==> src/rtl/uart_tx_arbiter_if.sv <==
// Request and serializer-side signals of uart_tx_arbiter.
// master: the arbiter; slave: the requesters and the serializer that surround it.
interface uart_tx_arbiter_if #(
   parameter int NUM_REQ = 4
);
   localparam int ID_W = $clog2(NUM_REQ);

   logic [NUM_REQ-1:0]   req_valid;
   logic [8*NUM_REQ-1:0] req_data;
   logic [NUM_REQ-1:0]   req_ready;
   logic [7:0]           tx_data;
   logic                 tx_start;
   logic                 busy;
   logic [ID_W-1:0]      grant_id;

   modport master (
      input  req_valid, req_data,
      output req_ready, tx_data, tx_start, busy, grant_id
   );

   modport slave (
      output req_valid, req_data,
      input  req_ready, tx_data, tx_start, busy, grant_id
   );
endinterface

==> src/rtl/uart_tx_arbiter.sv <==
// Round-robin arbiter sharing one uart_tx serializer among NUM_REQ byte producers.
// Define UART_TX_ARB_TAG_EN to send a requester tag frame (TAG_BASE + id) ahead of each payload.
//
// state      | meaning
// HOLDOFF    | after reset, wait one full frame so a serializer caught mid-frame can finish
// IDLE       | arbitrate; grant and latch the winner's byte in the same cycle
// TAG_SEND   | strobe the tag byte into the serializer (tag build only)
// TAG_WAIT   | let the tag frame drain (tag build only)
// SEND       | strobe the payload byte into the serializer
// WAIT       | let the payload frame drain, then return to IDLE
module uart_tx_arbiter #(
   parameter int         NUM_REQ    = 4,
   parameter int         BD_DIVIDER = 2500,
   parameter int         FRAME_GAP  = 2,
   parameter logic [7:0] TAG_BASE   = 8'h30
) (
   input  logic              clk,
   input  logic              rst,
   uart_tx_arbiter_if.master arb
);
   localparam int ID_W         = $clog2(NUM_REQ);
   localparam int FRAME_CYCLES = 10*BD_DIVIDER + FRAME_GAP;
   localparam int CNT_W        = $clog2(FRAME_CYCLES+1);
   localparam logic [CNT_W-1:0] CNT_LAST = CNT_W'(FRAME_CYCLES-1);
`ifdef UART_TX_ARB_TAG_EN
   localparam bit TAG_EN = 1'b1;
`else
   localparam bit TAG_EN = 1'b0;
`endif

   typedef enum logic [2:0] {
      S_HOLDOFF,
      S_IDLE,
      S_SEND,
`ifdef UART_TX_ARB_TAG_EN
      S_WAIT,
      S_TAG_SEND,
      S_TAG_WAIT
`else
      S_WAIT
`endif
   } state_t;

   state_t           state_q, state_d;
   logic [CNT_W-1:0] cnt_q;
   logic [ID_W-1:0]  ptr_q, ptr_nxt, win_id, scan_idx, grant_id_q;
   logic [7:0]       tx_data_q, payload_q, win_byte, tag_byte;
   logic             any_valid, grant, load_payload, counting, cnt_last, tx_start_c;

   // Scan downward so the last hit, i.e. the first one at or after the pointer, wins.
   always_comb begin
      any_valid = 1'b0;
      win_id    = '0;
      scan_idx  = '0;
      for (int k = NUM_REQ-1; k >= 0; k--) begin
         scan_idx = ID_W'((int'(ptr_q) + k) % NUM_REQ);
         if (arb.req_valid[scan_idx]) begin
            any_valid = 1'b1;
            win_id    = scan_idx;
         end
      end
   end

   always_comb begin
      win_byte = '0;
      for (int k = 0; k < NUM_REQ; k++) begin
         if (ID_W'(k) == win_id) win_byte = arb.req_data[8*k +: 8];
      end
   end

   assign tag_byte = TAG_BASE + 8'(win_id);
   assign ptr_nxt  = (win_id == ID_W'(NUM_REQ-1)) ? '0 : win_id + 1'b1;
   assign cnt_last = (cnt_q == CNT_LAST);

   always_ff @(posedge clk or posedge rst) begin
      if (rst) state_q <= S_HOLDOFF;
      else     state_q <= state_d;
   end

   always_comb begin
      state_d      = state_q;
      grant        = 1'b0;
      load_payload = 1'b0;
      counting     = 1'b0;
      tx_start_c   = 1'b0;
      case (state_q)
         S_HOLDOFF: begin
            counting = 1'b1;
            if (cnt_last) state_d = S_IDLE;
         end
         S_IDLE: begin
            if (any_valid) begin
               grant = 1'b1;
`ifdef UART_TX_ARB_TAG_EN
               state_d = S_TAG_SEND;
`else
               state_d = S_SEND;
`endif
            end
         end
         S_SEND: begin
            tx_start_c = 1'b1;
            state_d    = S_WAIT;
         end
         S_WAIT: begin
            counting = 1'b1;
            if (cnt_last) state_d = S_IDLE;
         end
`ifdef UART_TX_ARB_TAG_EN
         S_TAG_SEND: begin
            tx_start_c = 1'b1;
            state_d    = S_TAG_WAIT;
         end
         S_TAG_WAIT: begin
            counting = 1'b1;
            if (cnt_last) begin
               state_d      = S_SEND;
               load_payload = 1'b1;
            end
         end
`endif
         default: state_d = S_HOLDOFF;
      endcase
   end

   // tx_data only changes on the edge that enters a strobe state, so it is stable from
   // one tx_start to the next.
   always_ff @(posedge clk or posedge rst) begin
      if (rst) begin
         cnt_q      <= '0;
         ptr_q      <= '0;
         grant_id_q <= '0;
         tx_data_q  <= '0;
         payload_q  <= '0;
      end else begin
         cnt_q <= (counting && !cnt_last) ? cnt_q + 1'b1 : '0;
         if (grant) begin
            ptr_q      <= ptr_nxt;
            grant_id_q <= win_id;
            payload_q  <= win_byte;
            tx_data_q  <= TAG_EN ? tag_byte : win_byte;
         end
         if (load_payload) tx_data_q <= payload_q;
      end
   end

   always_comb begin
      arb.req_ready = '0;
      if (grant) arb.req_ready[win_id] = 1'b1;
   end

   assign arb.tx_start = tx_start_c;
   assign arb.tx_data  = tx_data_q;
   assign arb.busy     = (state_q != S_IDLE);
   assign arb.grant_id = grant_id_q;
endmodule
==> src/flat_wrapper.sv <==
// flat-port wrapper written by rule: the top's interface ports become plain ports
module uart_tx_arbiter_flat 
#(
   parameter int         NUM_REQ    = 4,
   parameter int         BD_DIVIDER = 2500,
   parameter int         FRAME_GAP  = 2,
   parameter logic [7:0] TAG_BASE   = 8'h30
)
  (clk, rst, arb_req_valid, arb_req_data, arb_req_ready, arb_tx_data, arb_tx_start, arb_busy, arb_grant_id);
  uart_tx_arbiter_if #(.NUM_REQ(NUM_REQ)) arb_i ();
  input  logic clk;
  input  logic rst;
  input wire logic [$bits(arb_i.req_valid)-1:0] arb_req_valid;
  input wire logic [$bits(arb_i.req_data)-1:0] arb_req_data;
  output wire logic [$bits(arb_i.req_ready)-1:0] arb_req_ready;
  output wire logic [$bits(arb_i.tx_data)-1:0] arb_tx_data;
  output wire logic [$bits(arb_i.tx_start)-1:0] arb_tx_start;
  output wire logic [$bits(arb_i.busy)-1:0] arb_busy;
  output wire logic [$bits(arb_i.grant_id)-1:0] arb_grant_id;
  assign arb_i.req_valid = arb_req_valid;
  assign arb_i.req_data = arb_req_data;
  assign arb_req_ready = arb_i.req_ready;
  assign arb_tx_data = arb_i.tx_data;
  assign arb_tx_start = arb_i.tx_start;
  assign arb_busy = arb_i.busy;
  assign arb_grant_id = arb_i.grant_id;
  uart_tx_arbiter #(.NUM_REQ(NUM_REQ), .BD_DIVIDER(BD_DIVIDER), .FRAME_GAP(FRAME_GAP), .TAG_BASE(TAG_BASE)) u_core (.clk(clk), .rst(rst), .arb(arb_i));
endmodule
==> config.mk <==
export PLATFORM = sky130hd
export DESIGN_NAME = uart_tx_arbiter_flat
export DESIGN_NICKNAME = d
export VERILOG_FILES = /design/src/rtl/uart_tx_arbiter_if.sv /design/src/rtl/uart_tx_arbiter.sv /design/src/flat_wrapper.sv
export SDC_FILE = /design/constraint.sdc
export NUM_CORES = 1
export LEC_CHECK = 0
export CAP_MARGIN = 15
export CORE_UTILIZATION = 50
export DETAILED_ROUTE_END_ITERATION = 10
export PLACE_DENSITY = 0.85
export SETUP_SLACK_MARGIN = 0.1
export SLEW_MARGIN = 20
export SYNTH_ARGS = -nofsm -noshare
export SYNTH_HDL_FRONTEND = slang
export SYNTH_SLANG_ARGS = --single-unit
==> constraint.sdc <==
create_clock -name clk -period 5.9 [get_ports clk]
set_input_delay 1.77 -clock clk [delete_from_list [all_inputs] [get_ports clk]]
set_output_delay 1.77 -clock clk [all_outputs]
set_load 0.02 [all_outputs]
# After elaboration in Yosys (flattened, before gate mapping)
# Cells that the tools add are included.
totals:
  reg_bits: 30
  latch_bits: 0
  mem_bits_rw: 0
  mem_bits_ro: 0
  inputBits: 38
  out_inout_bits: 16
  wordCells: 66
  mem_count: 0
op_classes:
  addsub: 5
  n_mul: 0
  div: 0
  n_lt_le_gt_ge: 6
  n_eq_ne: 11
  shift: 0
  muxes: 32
  bitwise: 0
  n_reduce_logical: 7
ops:
  columns: ["cell", "n"]
  rows:
  - ["$mux 8", 4]
  - ["$add 15x1->15 const B", 1]
  - ["$eq 15x15->1 const B", 1]
  - ["$lt 2x3->1 const B", 5]
  - ["$mux 15", 1]
  - ["$mux 1", 13]
  - ["$mux 2", 5]
  - ["$pmux 3 s3", 1]
  - ["$bmux 1 s2", 4]
  - ["$eq 3x2->1 const B", 2]
  - ["$mux 3", 2]
  - ["$add 2x1->2 const B", 2]
  - ["$add 2x2->2 const B", 2]
  - ["$eq 2x2->1 const A", 2]
  - ["$mux 4", 1]
  - ["$ne 2x1->1 const B", 2]
  - ["$eq 3x1->1 const B", 1]
  - ["$logic_not 3->1", 1]
  - ["$ne 3x1->1 const B", 1]
  - ["$demux 1 s2", 1]
  - ["$eq 1x2->1 const A", 1]
  - ["$eq 2x2->1 const B", 1]
  - ["$ge 2x1->1 const B", 1]
  - ["$logic_and 1x1->1", 2]
  - ["4 further kinds", 4]

# Depth between registers and ports, before layout
# Gate-level depths: netlist of run 1.
depth:
  ltp_word: 12
  mapped_depth: 10
  depth_no_buf: 9

# Least setup slack after synthesis of run 1
# No wires, ideal clock.
synth_timing:
  path_kind: "input to output"
  from: "input arb_req_valid[2]"
  to: "output arb_req_ready[3]"
  arrival_ns: 3.276
  required_time_ns: 4.130
  slack_ns: 0.854
  cell_stages: 7
  path_buffers: 2
  path_cell_list: "mux2i_1 nor2_1 nor3_1 ha_1 clkbuf_1 clkbuf_1 and2_1"
synth_via:
  elab_chain_cells: 11
  elab_cells_between_ends: 24
  classes_between: "order compare: 2; mux: 21; reduce/logical: 1"
synth_lines:
  columns: ["item", "line_no", "text"]
  rows:
  - ["from (decl)", "flat_wrapper.sv:13", "input wire logic [$bits(arb_i.req_valid)-1:0] arb_req_valid;"]
  - ["$bmux 1 s2", "uart_tx_arbiter.sv:57", "if (arb.req_valid[scan_idx]) begin"]
  - ["$mux 1 (not written as such)", "uart_tx_arbiter.sv:57", null]
  - ["$mux 2 (3 in a row)", "uart_tx_arbiter.sv:57", null]
  - ["$mux 2 *", "uart_tx_arbiter.sv:57", null]
  - ["net u_core.win_id[0]", "uart_tx_arbiter.sv:46", "logic [ID_W-1:0] ptr_q, ptr_nxt, win_id, scan_idx, grant_id_q;"]
  - ["$lt 2x3->1 (not written as such) or $ge 2x1->1 (tied branches)", "uart_tx_arbiter.sv:149", "if (grant) arb.req_ready[win_id] = 1'b1;"]
  - ["$logic_and 1x1->1 (not written as such)", "uart_tx_arbiter.sv:149", null]
  - ["$mux 1 (not written as such)", "uart_tx_arbiter.sv:149", null]
  - ["$demux 1 s2 *", null, null]
  - ["$mux 4 *", "uart_tx_arbiter.sv:149", null]
  - ["to (decl)", "flat_wrapper.sv:15", "output wire logic [$bits(arb_i.req_ready)-1:0] arb_req_ready;"]
# Mark *: on every way through the listed nets, which the timed path passes. The rest lies on a longest branch. The select of a mux whose other input is x is not followed.

# Final worst setup path of run 1
layout_timing:
  from: "input arb_req_valid[0]"
  to: "output arb_req_ready[3]"
# Same word-level chain as after synthesis.

==> summary.md, run 1 <==
| Metric | Value |
|---|---|
| Hold Path Depth | `1` |
| Worst setup EP type | `primary output` |
| TritonCTS Buffers | `5` |
| Die Area | `3682 sq um` |
| Number of flops mapped to enable cells by yosys | `0` |
| Starting Density | `0.5460` |
| Setup TNS | `0 ns` |
| Num rows | `20` |
| Port Buffer Count | `53` |
| H-Tree Level Count | `2` |
| Fillers | `246` |
| Crit start category | `input pin` |
| Internal | `0.3219 mW` |
| Layout cells sized above 1 | `0.08197` |
| Layout Skew | `0.01056 ns` |
| Yosys reg bits | `29` |
| Footprint of the multi-input gates | `900.9 sq um` |
| WL final | `4.058 mm` |
| Synth Area per Inst | `9.256 sq um` |
| Portion of netlist area occupied by mux cells | `0.02471` |
| Synth Net Count | `233` |
| Area post-placement | `2315 sq um` |
| Total track usage | `0.2449` |
| R2R depth | `10` |
| Max Clk Rate | `178.2 MHz` |
| Post-DP HPWL | `3.112 mm` |
| Initial antenna violation count | `0` |
| Unrepaired setup endpoints after global routing | `no` |
| PwrDens | `191.7 nW/um^2` |
| Hold buffers post-CTS | `0` |
| Post-synth cell types | `35` |
| Max Cap Viol | `0` |
| CP Cell Sequence | `clkdlybuf4s50_1 > a21oi_1 > o21a_1 > o22ai_2 > inv_1 > ha_1 > and2_1 > clkdlybuf4s50_1` |
| Top FF cell, synth | `dfrtp_1` |
| IO Pins | `54` |
| First-pass GRT wire length | `6.430 mm` |
| Vias in the first global route | `1401` |
| CP arrival | `3.84 ns` |
| Stages on worst setup path | `8` |
| Slowest CP cell | `clkdlybuf4s50_1` |
| Sink Count | `29` |
| Critical Path Most Common Cell | `clkdlybuf4s50_1` |
| Post-route cell area | `2372 sq um` |
| Combinational fraction of design power | `0.278` |
| Layout area overhead | `37.79%` |
| Switch share | `0.2919` |
| CP delay by family, top | `buffers and inverters` |
| Root buffer cell | `clkbuf_4` |
| Psw | `0.1327 mW` |
| CTS tree | `built` |
| CTS clk-pin slew, worst paths | `0.09 ns` |
| Mapped Cells | `186` |
| Core area | `3153 sq um` |
| DR iter-0 viols | `101` |
| DRC Markers | `0` |
| Clk pwr share | `0.246` |
| WS Path Type | `in2out` |
| Largest family of logic cells by synthesized area | `simple AND/OR/NAND/NOR gates` |
| Hold violation count in the final report | `0` |
| Final setup violation count | `0` |
| Status | `finished, final reports clean` |
| Hold Crit Class | `reg2reg` |
| P_leak | `1.067 nW` |
| CP bufs+invs | `3` |
| Rel. slew slack | `0.4049` |
| Peak supply drop | `0.1517 mV` |
| Die Width | `60.68 um` |
| Clock Path Buffers | `2` |
| Synth Area in Compound Gates | `0.1722` |
| Antenna cells | `0` |
| Area leader, netlist | `dfrtp_1` |
| Setup Fix Bufs, Post-CTS | `0` |
| Routability Congestion | `0.7841` |
| Sequential cell area fraction in the yosys report | `0.4215` |
| Share of the synthesized area in the top cell type | `0.4215` |
| Antenna Nets Post-Route | `0` |
| Synth warn | `0` |
| Ys async rst share | `1.000` |
| Routed WL per cell | `14.09 um` |
| Final-report max-slew violation count | `0` |
| Adder-cell share of the synthesized area | `0.06541` |
| Synth Area in Simple Gates | `0.2013` |
| Post-route insts no fill | `288` |
| Post-Synth XOR/XNOR Area | `0.05596` |
| Crit path max fanout | `5` |
| First-pass DRT Iterations | `4` |
| Post-route total power | `0.4547 mW` |
| Grt ovf | `0` |
| Fin crit share | `0.9512` |
| Die height | `60.68 um` |
| FF+latch area | `725.7 sq um` |
| Largest net degree at the start of global routing | `30` |
| Synth Cell Area | `1722 sq um` |
| Nets | `290` |
| Clock latency on the worst-skew pair | `0.33 ns` |
| Slew @ Worst Pin | `0.8896 ns` |
| Largest cells by area after synthesis | `dfrtp_1 (42%), ha_1 (6.5%), nor2_1 (5.5%), a211o_1 (4.1%), a221oi_1 (4.1%)` |
| Reg power frac | `0.475` |
| Via density | `5.389` |
| WP data required | `4.13 ns` |
| CP peak stage delay | `0.56 ns` |
| Min Tclk post-route | `5.612 ns` |
| Total number of vias | `1552` |
| Dpl cells | `280` |
==> synthesized netlist by cell type (all sizes together) (2+ instances only) <==
cell type,instances
a211o,8
a21oi,7
a221oi,8
a31oi,8
and2,4
and4,2
clkbuf,8
dfrtp,29
ha,9
inv,17
mux2,2
mux2i,2
nand2,15
nand3,5
nand4,3
nand4bb,2
nor2,25
nor3,2
nor4,3
o21ai,3
or3,2
xnor2,4
xor2,7
==> layout by cell type (no fill, tap or decap), types with 2 or more instances in the layout <==
cell type        instances
a211o_1                  8
a21oi_1                  7
a221oi_1                 8
a31oi_1                  8
and2_1                   4
and4_1                   2
buf_4                    6
clkbuf_4                 5
clkdlybuf4s50_1         53
clkinv_2                 2
dfrtp_1                 29
ha_1                     9
inv_1                   16
mux2_2                   2
mux2i_1                  2
nand2_1                 14
nand3_1                  5
nand4_1                  3
nand4bb_1                2
nor2_1                  25
nor3_1                   2
nor4_1                   3
o21ai_0                  3
or3_1                    2
xnor2_1                  4
xor2_1                   7
==> power by group through the flow <==
stage / sequential, mW / combinational [mW] / clock, mW
global route: 0.217 / 0.139 / 0.126
global placement: 0.219 / 0.124 / 0
detailed placement: 0.220 / 0.126 / 0
finish: 0.216 / 0.127 / 0.112
CTS: 0.216 / 0.126 / 0.114
floorplan: 0.230 / 0.0534 / 0
==> registers in the layout, summed over array words and instances (netlist names) <==
register / count
u_core.arb.grant_id: 2
u_core.arb.tx_data: 8
u_core.cnt_q: 15
u_core.ptr_q: 2
u_core.state_q: 2
==> cell type report <==
class / count / area share
clock inverter: 2 / 0.004219
tap: 44 / 0.02321
sequential: 29 / 0.3059
inverter: 17 / 0.02690
clock buffer: 6 / 0.01741
multi-input combinational: 131 / 0.3797
timing repair buffer: 59 / 0.2426
==> path summary, 6_finish.rpt <==
kind / from / to / slack [ns]
worst max register to register: u_core.ptr_q[1] / u_core.arb.tx_data[7] / 3.41
worst max-delay path: arb_req_valid[0] / arb_req_ready[3] / 0.29
worst min register to register: u_core.state_q[1] / u_core.state_q[1] / 0.51
min in group asynchronous: rst / u_core.cnt_q[11] / 1.81
max in group asynchronous: rst / u_core.cnt_q[6] / 3.69
worst min-delay path: u_core.state_q[1] / u_core.state_q[1] / 0.51
==> stage by stage <==
step,util,setup slack (ns),hold WS [ns]
final,0.7524,0.2878,0.5135
after global routing,0.7524,0.1962,0.5408
after CTS,0.7504,0.1909,0.5161
after detailed placement,0.7341,0.2078,0.4956
after global placement,0.7341,0.2621,0.4943
after floorplan,-,0.8541,0.4756
==> logic make-up after synthesis <==
family,Yosys count
AND/OR/NAND/NOR,68
adder cells (fa/ha/maj),9
flip-flops,29
AO/OA/AOI/OAI,39
multiplexers,4
XOR/XNOR,11
buffers and inverters,26
==> routing by layer <==
layer	part of all wire	wire, um	global-route usage	up-vias
met3	0.043	175	0.06397	9
met1	0.44	1805	0.3023	728
met5	0	0	0	-
met4	0.024	98	0.1006	0
li1	-	-	-	775
met2	0.49	1978	0.4082	40
==> repair_timing <==
item	in CTS	in global routing
setup endpoints to repair	0	1
gates resized for setup	0	1
hold endpoints to repair	0	0
No activity file was read; power rests on OpenSTA's default activity.
==> inputs of run 2 (changes only) <==
clock period = 7.15 ns   (was 5.9 ns; I/O delays follow)
==> run 2 against run 1 <==
Net effect:
- worst hold slack got worse by 0.0054 ns
- register-to-register slack improved by 1.2 ns
- via count up 0.13%
- sequential power shrank 18%
- final cell count shrank 0.35%
- highest routed layer unchanged
- count of clock-buffer cells in the layout up 1
- setup slack better by 0.34 ns
- clock power is essentially flat
- clock skew rose by 0.0033 ns
- wire length is 0.32% lower
- cell area is 0.21% higher
- critical path type unchanged
==> summary.md, run 2 (synthesized netlist as in run 1, its figures left out) <==
| Metric | Value |
|---|---|
| Peak supply drop | `0.1365 mV` |
| Num rows | `20` |
| Min Tclk post-route | `6.524 ns` |
| PostCTS Resize Cnt | `0` |
| Max FFs per register | `15` |
| IO Pins | `54` |
| Post-route total power | `0.3941 mW` |
| R2R setup slack | `4.64 ns` |
| Total track usage | `0.2493` |
| Most flops, register | `u_core.cnt_q` |
| Die Area | `3682 sq um` |
| Most used routing layer | `met2` |
| Port Buffer Count | `53` |
| DRC Markers | `0` |
| Die height | `60.68 um` |
| Unrepaired setup endpoints after global routing | `no` |
| Vias in the first global route | `1444` |
| Area post-placement | `2307 sq um` |
| WL final | `4.045 mm` |
| Root buffer cell | `clkbuf_4` |
| Nets | `289` |
| Final setup violation count | `0` |
| Status | `finished, final reports clean` |
| Via density | `5.415` |
| Hold Crit Class | `reg2reg` |
| Grt ovf | `0` |
| P_leak | `1.068 nW` |
| Die Width | `60.68 um` |
| Clock latency on the worst-skew pair | `0.33 ns` |
| Total number of vias | `1554` |
| CTS tree | `built` |
| Hold violation count in the final report | `0` |
| DR iter-0 viols | `65` |
| Final-report max-slew violation count | `0` |
| PwrDens | `165.8 nW/um^2` |
| CTS clk-pin slew, worst paths | `0.08 ns` |
| Layout Skew | `0.01382 ns` |
| Worst setup EP type | `primary output` |
| WP data required | `5.01 ns` |
| Hold buffers post-CTS | `0` |
| Layout cells sized above 1 | `0.07819` |
| Max Clk Rate | `153.3 MHz` |
| Crit path max fanout | `5` |
| Antenna Nets Post-Route | `0` |
| CP arrival | `4.38 ns` |
| Met3 Resource Use GR | `0.05330` |
| Antenna cells | `0` |
| Setup Fix Bufs, Post-CTS | `0` |
| Initial antenna violation count | `0` |
| Routed WL per cell | `14.09 um` |
| Sink Count | `29` |
| Met1 usage | `0.2938` |
| Commonest non-fill, non-tap cell in the layout | `clkdlybuf4s50_1` |
| First-pass DRT Iterations | `4` |
| Layout area overhead | `38.08%` |
| Crit start category | `input pin` |
| Clock Path Buffers | `2` |
| Slew @ Worst Pin | `0.9084 ns` |
| TritonCTS Buffers | `5` |
| Starting Density | `0.5460` |
| First-pass GRT wire length | `6.534 mm` |
| Fin crit share | `0.9124` |
| Setup TNS | `0 ns` |
| WS Path Type | `in2out` |
| Most frequent cells in the layout | `clkdlybuf4s50_1 (53), dfrtp_1 (29), nor2_1 (25)` |
| Post-DP HPWL | `3.063 mm` |
| Routability Congestion | `0.8195` |
| Largest net degree at the start of global routing | `30` |
| Core area | `3153 sq um` |
| H-Tree Level Count | `2` |
| Rel. slew slack | `0.3923` |
| Max Cap Viol | `0` |
| Post-route cell area | `2377 sq um` |
| Met2 Track Usage GR | `0.4223` |
[run 2: per-layer routing]
metal  vias up  routed length (um)
li1        767                   -
met1       743                1799
met2        33                2023
met3        11                 105
met4         0                 116
met5         -                   0
[run 2: final cells by class]
class,count,area [sq um]
Multi-Input combinational cell,131,894.6
Fill cell,249,775.7
Sequential cell,29,725.7
Timing Repair Buffer,58,568.0
Clock buffer,7,65.06
Inverter,17,63.81
Tap cell,44,55.05
Clock inverter,1,5.005
[run 2: worst paths after layout]
kind,start,cells after the start,to
max,arb_req_valid[0],8,arb_req_ready[2]
min,u_core.arb.grant_id[1],2,u_core.arb.grant_id[1]
max reg2reg,u_core.ptr_q[1],9,u_core.arb.tx_data[3]
min reg2reg,u_core.arb.grant_id[1],2,u_core.arb.grant_id[1]
max in group asynchronous,rst,2,u_core.ptr_q[0]
min in group asynchronous,rst,2,u_core.cnt_q[11]
[run 2: critical path: stages]
cell             delay, ns
clkdlybuf4s50_1       0.48
mux2i_1               0.17
nor2_1                0.05
nor3_1                0.50
inv_1                 0.14
ha_1                  0.24
and2_1                0.13
clkdlybuf4s50_1       0.53
[run 2: metrics by stage]
step | worst slack, ns | util | std cells | hold slack (ns)
6_report | 0.6263 | 0.7540 | 287 | 0.5081
4_1_cts | 0.6431 | 0.7540 | 287 | 0.5103
3_3_place_gp | 0.7357 | 0.7317 | 279 | 0.4937
2_1_floorplan | 1.354 | - | 186 | 0.4756
3_5_place_dp | 0.6433 | 0.7317 | 279 | 0.4923
5_1_grt | 0.4733 | 0.7540 | 287 | 0.5410
[run 2: power by group]
group / switching, mW / internal [mW]
sequential: 0.00557 / 0.173
combinational: 0.0476 / 0.0546
clock: 0.0569 / 0.0569
==> patch (settings of run 1) <==
`NUM_REQ` is set to 4 in 3 places; all go to 2.
--- a/src/rtl/uart_tx_arbiter_if.sv
+++ b/src/rtl/uart_tx_arbiter_if.sv
@@ -3,3 +3,3 @@
 interface uart_tx_arbiter_if #(
-   parameter int NUM_REQ = 4
+   parameter int NUM_REQ = 2
 );
--- a/src/rtl/uart_tx_arbiter.sv
+++ b/src/rtl/uart_tx_arbiter.sv
@@ -11,3 +11,3 @@
 module uart_tx_arbiter #(
-   parameter int         NUM_REQ    = 4,
+   parameter int         NUM_REQ    = 2,
    parameter int         BD_DIVIDER = 2500,
--- a/src/flat_wrapper.sv
+++ b/src/flat_wrapper.sv
@@ -3,3 +3,3 @@
 #(
-   parameter int         NUM_REQ    = 4,
+   parameter int         NUM_REQ    = 2,
    parameter int         BD_DIVIDER = 2500,
Ports: changed (resized arb_grant_id, arb_req_data, arb_req_ready and arb_req_valid); port bits go from 54 to 33. No check against the original RTL was run, so the function may have changed too.
==> patch against run 1 <==
  * The run now ends with DRC left
  * Design area shrank 29%
  * Core utilization shrank 7.5 points
  * Worst setup slack gained 540 ps
  * First-iteration DRC count shrank 46%
  * Wire length shrank 33%
  * Area after synthesis shrank 24%
  * Critical endpoint is now arb_req_ready[0]
  * Sequential share of layout area grew 9.6 points
  * Sequential cell count shrank 2
  * Die area shrank 24%
Power is not compared: it rests on default switching activity, and its combinational part moved more than twofold at a synthesized area within 25%.
==> patch: results (changes against run 1) <==
Run status = finished, violations left (was completed)
Violated checks = DRC
Pin count of the biggest net entering global routing = 28 (was 30)
Grt met3 use = 5.17% (was 6.40%)
Share of layout cells above drive strength 1 = 4.43% (was 8.20%)
Overall Global Routing Usage = 22.9% (was 24.5%)
Metal3 WL = 181 um (was 175 um)
Top cells by count, synth = dfrtp_1, inv_1, nor2_1 (was dfrtp_1, nor2_1, inv_1)
Total length of routed met2 wires = 1.37 mm (was 1.98 mm)
Critical path arrival = 3300 ps (was 3840 ps)
DRT iter0 DRCs = 55 (was 101)
Detailed placement HPWL = 2.05 mm (was 3.11 mm)
Dpl cells = 184 (was 280)
Syn Nets = 148 (was 233)
Relative slew slack = 38.1% (was 40.5%)
Setup crit end = arb_req_ready[0] (was arb_req_ready[3])
Via count = 1081 (was 1552)
Length of routed wiring on met1 = 1.16 mm (was 1.81 mm)
FF-to-FF End = u_core.state_q[0] (was u_core.arb.tx_data[7])
Detailed Routing Iterations Pass 1 = 7 (was 4)
Filler cell count = 195 (was 246)
Non-clock inverters = 14 (was 17)
Synth Area in Compound Gates = 15.6% (was 17.2%)
Final-layout non-clock buffer area share = 20.0% (was 24.3%)
First-pass GRT wire length = 4.64 mm (was 6.43 mm)
Clock-cell share of area = 1.56% (was 2.16%)
Post-route DRC violation count = 1 (was 0)
==> patch: cell count changes in the layout (fill, tap and decap cells not counted), sizes merged, moves of 4 or more <==
cell	before	now
inv	17	13
nor2	25	13
a222oi	0	8
ha	9	4
a221oi	8	0
a31oi	8	1
clkdlybuf4s50	53	32
buf	6	2
a211o	8	0
nand2	15	8
==> patch: worst max-delay path, stage by stage <==
cell and delay [ps]:
clkdlybuf4s50_1 550, nand2_1 70, a21oi_1 120, buf_4 180, clkdlybuf4s50_1 610
==> patch: power groups by stage <==
| stage | registers [W] | logic (W) | clock network [W] |
|---|---|---|---|
| 2_1_floorplan | 0.000189 | 0.00000302 | 0 |
| 3_3_place_gp | 0.000189 | 0.0000170 | 0 |
| 3_5_place_dp | 0.000189 | 0.0000175 | 0 |
| 4_1_cts | 0.000185 | 0.0000175 | 0.0000809 |
| 5_1_grt | 0.000185 | 0.0000190 | 0.0000901 |
| 6_report | 0.000185 | 0.0000172 | 0.0000783 |
